### src/rtl/irq_controller.sv
// irq_controller: synchronises, latches and masks NSRC interrupt lines and presents one vector at a time to the CPU.
// Build option IRQCTL_EDGE_EN: PEND latched on rising edges (W1C + ack clear); otherwise PEND follows the synchronised lines.
//   state | meaning
//   IDLE  | no request outstanding, looking for a winner
//   REQ   | IRQ high, vector held, waiting for IRQAck
//   INSVC | handler running, waiting for an EOI write
module irq_controller #(
    parameter int          NSRC       = 8,
    parameter logic [13:0] BASE_ADDR  = 14'h3F00,
    parameter int          VEC_STRIDE = 4,
    parameter logic [11:0] VEC_RESET  = 12'h010
) (
    input  logic            clk,
    input  logic            rst,
    input  logic [NSRC-1:0] src,
    input  logic [13:0]     dataAddress,
    input  logic [31:0]     dataOut,
    input  logic            dataWrEn,
    output logic [31:0]     regRdData,
    output logic            regHit,
    output logic            IRQ,
    output logic [11:0]     IRQn,
    input  logic            IRQAck,
    output logic [3:0]      inService,
    output logic            busy
);
    typedef enum logic [1:0] {S_IDLE, S_REQ, S_INSVC} state_t;

    state_t          state;
    logic [NSRC-1:0] sync1, sync2, mask, pend;
    logic [11:0]     vbase, vec;
    logic [13:0]     off;
    logic            wr_mask, wr_pend, wr_eoi, wr_vbase;
    logic            win_any;
    logic [3:0]      win_idx;
    logic            unused_ok;

    assign off      = dataAddress - BASE_ADDR;
    assign regHit   = (off[13:2] == 12'd0);
    assign wr_mask  = dataWrEn && regHit && (off[1:0] == 2'd0);
    assign wr_pend  = dataWrEn && regHit && (off[1:0] == 2'd1);
    assign wr_eoi   = dataWrEn && regHit && (off[1:0] == 2'd2);
    assign wr_vbase = dataWrEn && regHit && (off[1:0] == 2'd3);

    always_ff @(posedge clk or posedge rst) begin
        if (rst) begin
            sync1 <= '0;
            sync2 <= '0;
        end else begin
            sync1 <= src;
            sync2 <= sync1;
        end
    end

`ifdef IRQCTL_EDGE_EN
    logic [NSRC-1:0] sync3, pend_clr, ack_clr;

    assign pend_clr  = wr_pend ? dataOut[NSRC-1:0] : '0;
    assign unused_ok = &{1'b0, dataOut};

    always_comb begin
        ack_clr = '0;
        for (int i = 0; i < NSRC; i++)
            ack_clr[i] = (state == S_REQ) && IRQAck && (inService == 4'(i));
    end

    // A new edge beats a W1C on the same bit; the ack clear beats both.
    always_ff @(posedge clk or posedge rst) begin
        if (rst) begin
            sync3 <= '0;
            pend  <= '0;
        end else begin
            sync3 <= sync2;
            pend  <= ((pend & ~pend_clr) | (sync2 & ~sync3)) & ~ack_clr;
        end
    end
`else
    assign pend      = sync2;
    assign unused_ok = &{1'b0, dataOut, wr_pend};
`endif

    always_ff @(posedge clk or posedge rst) begin
        if (rst) begin
            mask  <= '0;
            vbase <= VEC_RESET;
        end else begin
            if (wr_mask)
                mask <= dataOut[NSRC-1:0];
            if (wr_vbase)
                vbase <= dataOut[11:0];
        end
    end

    always_comb begin
        win_any = 1'b0;
        win_idx = '0;
        for (int i = NSRC - 1; i >= 0; i--) begin
            if (pend[i] && mask[i]) begin
                win_any = 1'b1;
                win_idx = 4'(i);
            end
        end
    end

    assign vec = vbase + 12'(win_idx) * 12'(VEC_STRIDE);

    always_comb begin
        regRdData = '0;
        if (regHit) begin
            case (off[1:0])
                2'd0:    regRdData[NSRC-1:0] = mask;
                2'd1:    regRdData[NSRC-1:0] = pend;
                2'd3:    regRdData[11:0]     = vbase;
                default: regRdData           = '0;
            endcase
        end
    end

    always_ff @(posedge clk or posedge rst) begin
        if (rst) begin
            state     <= S_IDLE;
            IRQ       <= 1'b0;
            IRQn      <= '0;
            inService <= '0;
        end else begin
            case (state)
                S_IDLE: begin
                    if (win_any) begin
                        state     <= S_REQ;
                        IRQ       <= 1'b1;
                        IRQn      <= vec;
                        inService <= win_idx;
                    end
                end
                S_REQ: begin
                    if (IRQAck) begin
                        IRQ   <= 1'b0;
                        state <= S_INSVC;
                    end
                end
                S_INSVC: begin
                    if (wr_eoi)
                        state <= S_IDLE;
                end
                default: state <= S_IDLE;
            endcase
        end
    end

    assign busy = (state != S_IDLE);

endmodule

### config.mk
export PLATFORM = sky130hd
export DESIGN_NAME = irq_controller
export DESIGN_NICKNAME = d
export VERILOG_FILES = /design/src/rtl/irq_controller.sv
export SDC_FILE = /design/constraint.sdc
export NUM_CORES = 1
export LEC_CHECK = 0
export BUFFER_PORTS_ARGS = -buffer_cell sky130_fd_sc_hd__buf_2
export CORE_MARGIN = 2
export CORE_UTILIZATION = 45
export CTS_CLUSTER_SIZE = 16
export DETAILED_ROUTE_END_ITERATION = 7
export GPL_ROUTABILITY_DRIVEN = 0
export PLACE_DENSITY_LB_ADDON = 0.25
export REMOVE_ABC_BUFFERS = 1
export SLEW_MARGIN = 20
export SYNTH_ARGS = -nofsm -noshare
export SYNTH_HDL_FRONTEND = slang
export SYNTH_SLANG_ARGS = --single-unit
### constraint.sdc
create_clock -name clk -period 4 [get_ports clk]
set_input_delay 0.4 -clock clk [delete_from_list [all_inputs] [get_ports clk]]
set_output_delay 0.4 -clock clk [all_outputs]
set_load 0.02 [all_outputs]
======== Yosys cells after proc, flatten, opt, wreduce, memory -nomap -nowiden ========
Cells that the tools add are included.
operators by class
  bitwise operators ....................... 0
  multipliers ............................. 0
  div/mod/pow operators ................... 0
  $add $sub $neg .......................... 2
  $lt $le $gt $ge ......................... 0
  shifts and indexed selects .............. 0
  reductions and logical operators ........ 20
  equal/unequal tests ..................... 8
  muxes and demuxes ....................... 26
operators by type and width
  operator                  count
  $mux W4                   8
  $pmux W8 S3               1
  $sub A14 B14 Y14 const B  1
  $add A12 B6 Y12           1
  $logic_and A1 B1 Y1       12
  $logic_not A12 Y1         1
  $mux W12                  1
  $mux W1                   10
  $eq A2 B2 Y1 const B      3
  $mux W2                   3
  $ne A2 B2 Y1 const B      3
  $pmux W2 S3               1
  $reduce_and A3 Y1         2
  $eq A2 B1 Y1 const B      2
  $logic_not A2 Y1          2
  $reduce_bool A2 Y1        2
  $mux W3                   1
  $pmux W1 S2               1
  $reduce_and A2 Y1         1
word-level totals
  bits in registers ....................... 55
  bits in latches ......................... 0
  memories ................................ 0
  input bits .............................. 58
  RAM bits ................................ 0
  ROM bits ................................ 0
  word-level logic and storage cells ...... 64
  output and inout port bits .............. 51

======== Longest topological paths before layout ========
  depth in word-level cells ............... 11
  gate-level depth with buffers ........... 9
  gate-level depth less buffers ........... 9

======== Least setup slack after synthesis ========
Ideal clock, no wire load.
  path type ............................... input -> register
  start ................................... in dataAddress[3]
  end ..................................... reg vbase[0]
  stages .................................. 7
  path slack .............................. 1.529 ns
  arrival time ............................ 2.346 ns
  required time ........................... 3.875 ns
  cell sequence ........................... or4_1 > or3_1 > buf_6 > inv_1 > and3_1 > buf_2 > mux2_2
on the way
  longest elaborated chain between the ends .. 4
RTL lines
  element                            line  RTL
  start, declared                    16    input logic [13:0] dataAddress,
  $sub A14 B14 Y14                   38    assign off = dataAddress - BASE_ADDR;
  $logic_not A12 Y1                  39    assign regHit = (off[13:2] == 12'd0);
  net regHit                         20    output logic regHit,
  $logic_and A1 B1 Y1 (2 in series)  43    assign wr_vbase = dataWrEn && regHit && (off[1:0] == 2'd3);
  end signal, assigned               90    vbase <= dataOut[11:0];
  end, declared                      31    logic [11:0] vbase, vec;
The timed path passes the listed nets, and every way through them passes these cells.
A chain may end at the register's enable or synchronous reset.

======== Worst setup path after layout ========
  start ................................... reg mask[5]
  end ..................................... reg IRQn[5]
on the way
  longest elaborated chain between the ends .. 8
  elaborated cells on any way between the ends .. 15
  classes of those cells .................. add/sub (1); mux (12); reduce/logical (2)
RTL lines
  element                 line  RTL
  start, declared         30    logic [NSRC-1:0] sync1, sync2, mask, pend;
  start signal, assigned  88    mask <= dataOut[NSRC-1:0];
  $logic_and A1 B1 Y1     98    if (pend[i] && mask[i]) begin
  $mux W4 (6 in series)   98
  net win_idx[1]          35    logic [3:0] win_idx;
  $add A12 B6 Y12         105   assign vec = vbase + 12'(win_idx) * 12'(VEC_STRIDE);
  end signal, assigned    131   IRQn <= vec;
  end, declared           22    output logic [11:0] IRQn,
The timed path passes the listed nets, and every way through them passes these cells.

==> impl_metrics.json <==
{
  "dieWidth_um": 80.2,
  "fmax_ghz": 0.370,
  "core_sq_um": 5570,
  "grt_pass1_wl_um": 8180,
  "cp.required_ps": 4200,
  "num_io_pins": 109,
  "yosysUniqueCellTypes": 39,
  "setup-tns-final_ps": 0,
  "cts_made_buffers": 5,
  "clockRootBuffer": "clkbuf_8",
  "synth-edff-count": 0,
  "crit_path_end_kind": "register",
  "initial_core_util": 0.469,
  "setup_viol": 0,
  "fin_crit_ps": 2700,
  "synth_area_sq_um": 2620,
  "crit_type": "reg -> reg",
  "vias": 1814,
  "final-hold-violation-count": 0,
  "tightest_slew_ps": 736,
  "ys.warnings.count": 0,
  "ys_seq_area_frac": 0.517,
  "peakVddDrop_mv": 0.173,
  "grt_pass1_vias": 1739,
  "async_reset_ff_frac": 1.00,
  "rr_startpoint": "mask[5]",
  "cts_resized": 0,
  "drt_iter0_markers": 60,
  "critPathMaxStageDelay_ps": 660,
  "grt_overflow": 0,
  "status": "finished, final reports clean",
  "post-cts-setup-buffers": 0,
  "synthToLayoutAreaGrowth_pct": 16.4,
  "placed_cells": 356,
  "power.density_nw_per_um2": 344,
  "skew_ps": 6.99,
  "fin_crit_sh": 0.676,
  "fin_hold_ws_ps": 167,
  "start_kind": "register",
  "crit_fanout": 4,
  "dieArea_sq_um": 6440,
  "clk-insertion-delay-late_ps": 310,
  "drt-pass1-iter-count": 4,
  "portBuffers": 67,
  "htree_levels": 2,
  "clock_path_buffers": 2,
  "cts_sinks": 54,
  "r2r_cells": 8,
  "num_antenna_cells": 0,
  "grt_max_degree": 55,
  "synth-seq-cells": 54,
  "fillers": 518,
  "syn_inst": 227,
  "crit_chain": "a22oi_1 -> nand2b_1 -> a221oi_1 -> ha_1 -> nand3_1 -> nand2_1 -> xor2_1 -> mux2_2",
  "antenna_found_initial": 0,
  "wl_um": 5170,
  "slew_violations": 0,
  "dp_hpwl_um": 3720,
  "worstSetupStartpoint": "mask[5]",
  "cts_tree": "built",
  "slowest_stage": "a221oi_1",
  "final_antenna_net_count": 0,
  "cap_violations": 0,
  "cts_hold_buffers": 0,
  "rsz0062_at_grt": "no",
  "route.detailed.drc": 0,
  "wire_per_inst_um": 14.2,
  "slew_headroom": 0.508,
  "drive_gt1_frac": 0.363,
  "synth-main-ff-cell": "dfrtp_1",
  "num_rows": 27,
  "p_total_mw": 1.05,
  "vias_per_cell": 4.98,
  "die_h_um": 80.2,
  "path_clk_slew_ps": 90,
  "synth_area_per_cell_sq_um": 11.5,
  "track_usage": 0.170,
  "hold_class": "in -> async",
  "arrival_ps": 2900,
  "nets": 353,
  "fin_cells": 364,
  "leakage_nw": 1.62
}
report_power, final:
part | switching [mW] | leakage (nW) | total [mW] | internal [mW]
Clock | 0.180 | 0.0504 | 0.366 | 0.186
Combinational | 0.0705 | 0.863 | 0.105 | 0.0346
Sequential | 0.0114 | 0.707 | 0.577 | 0.566
Total | 0.261 | 1.62 | 1.05 | 0.787
state kept, by name (all words and copies together) (netlist names):
name	count
pend	8
mask	8
IRQn	12
sync1	8
vbase	12
state	2
inService	3
IRQ	1
stage by stage:
stage	instance area, sq um	setup WS (ps)	util
finish	3040	1300	0.546
global route	3040	1170	0.546
CTS	3030	1390	0.544
detailed placement	2920	1150	0.523
global placement	2920	1170	0.523
floorplan	2480	1480	-
layout by cell type, fill, tap and decap left out, types with 2 or more instances in the layout:
cell | netlist | routed
mux2_4 | 8 | 8
xor2_1 | 3 | 3
and2_1 | 2 | 2
mux2_2 | 19 | 19
nand2_1 | 10 | 10
a21oi_1 | 19 | 19
xnor2_1 | 5 | 5
clkinvlp_4 | 0 | 2
mux2i_1 | 8 | 8
nor2_1 | 24 | 24
ha_1 | 3 | 3
o21ai_0 | 2 | 2
a22oi_1 | 5 | 5
inv_1 | 5 | 4
nand3b_1 | 2 | 2
nand2b_1 | 3 | 3
buf_2 | 1 | 67
and3_1 | 5 | 5
dfrtp_1 | 53 | 53
clkbuf_8 | 0 | 5
conb_1 | 1 | 21
nand4_1 | 3 | 3
nand3_1 | 2 | 2
area by class of cell:
cell class	instances	area, sq um	share of cell area
repair buffers	67	335	0.110
inverters	5	21.3	0.00699
clock buffers	5	68.8	0.0226
multi-input cells	158	1130	0.371
well taps	72	90.1	0.0296
flip-flops and latches	54	1350	0.444
clock inverters	3	45.0	0.0148
metal layers:
| layer | GRT usage | vias up | wire length [um] |
|---|---|---|---|
| li1 | - | 870 | - |
| met1 | 0.215 | 868 | 2340 |
| met2 | 0.284 | 70 | 2460 |
| met3 | 0.0360 | 6 | 295 |
| met4 | 0.0661 | 0 | 81 |
| met5 | 0 | - | 0 |
worst paths after layout:
path | end | slack (ps)
hold reg to reg | pend[5] | 350
setup / recovery | IRQn[5] | 1300
hold / removal | sync1[6] | 170
min in group clk | sync1[3] | 190
max in group asynchronous | mask[4] | 3370
setup reg to reg | IRQn[5] | 1300
cell usage after synthesis, types with 3 or more instances:
master    instances  area, sq um
a21oi_1          19         95.1
and3_1            5         31.3
mux2i_1           8         80.1
inv_1             5         18.8
dfrtp_1          53         1330
nand2b_1          3         18.8
nand4_1           3         18.8
xor2_1            3         26.3
mux2_2           19          214
xnor2_1           5         43.8
a22oi_1           5         37.5
nand2_1          10         37.5
mux2_4            8          120
buf_4            21          158
clkbuf_1          6         22.5
nor2_1           24         90.1
ha_1              3         37.5
critical path, delay by kind of cell (launching register included):
kind | cells | cell delay [ps]
xor+xnor | 1 | 150
mux | 1 | 260
compound gates | 2 | 1030
fa+ha+maj | 1 | 360
simple gates | 3 | 360
flops | 1 | 430
logic make-up (layout without fill, tap and decap cells):
family | Yosys count | after routing | synth area share
simple gates | 57 | 57 | 0.111
flops | 54 | 54 | 0.517
mux | 35 | 35 | 0.158
buf+inv | 35 | 80 | 0.0866
compound gates | 33 | 33 | 0.0766
xor+xnor | 8 | 8 | 0.0268
fa+ha+maj | 4 | 4 | 0.0220
other cells | 1 | 21 | 0.00143
(Power assumes the default switching activity.)
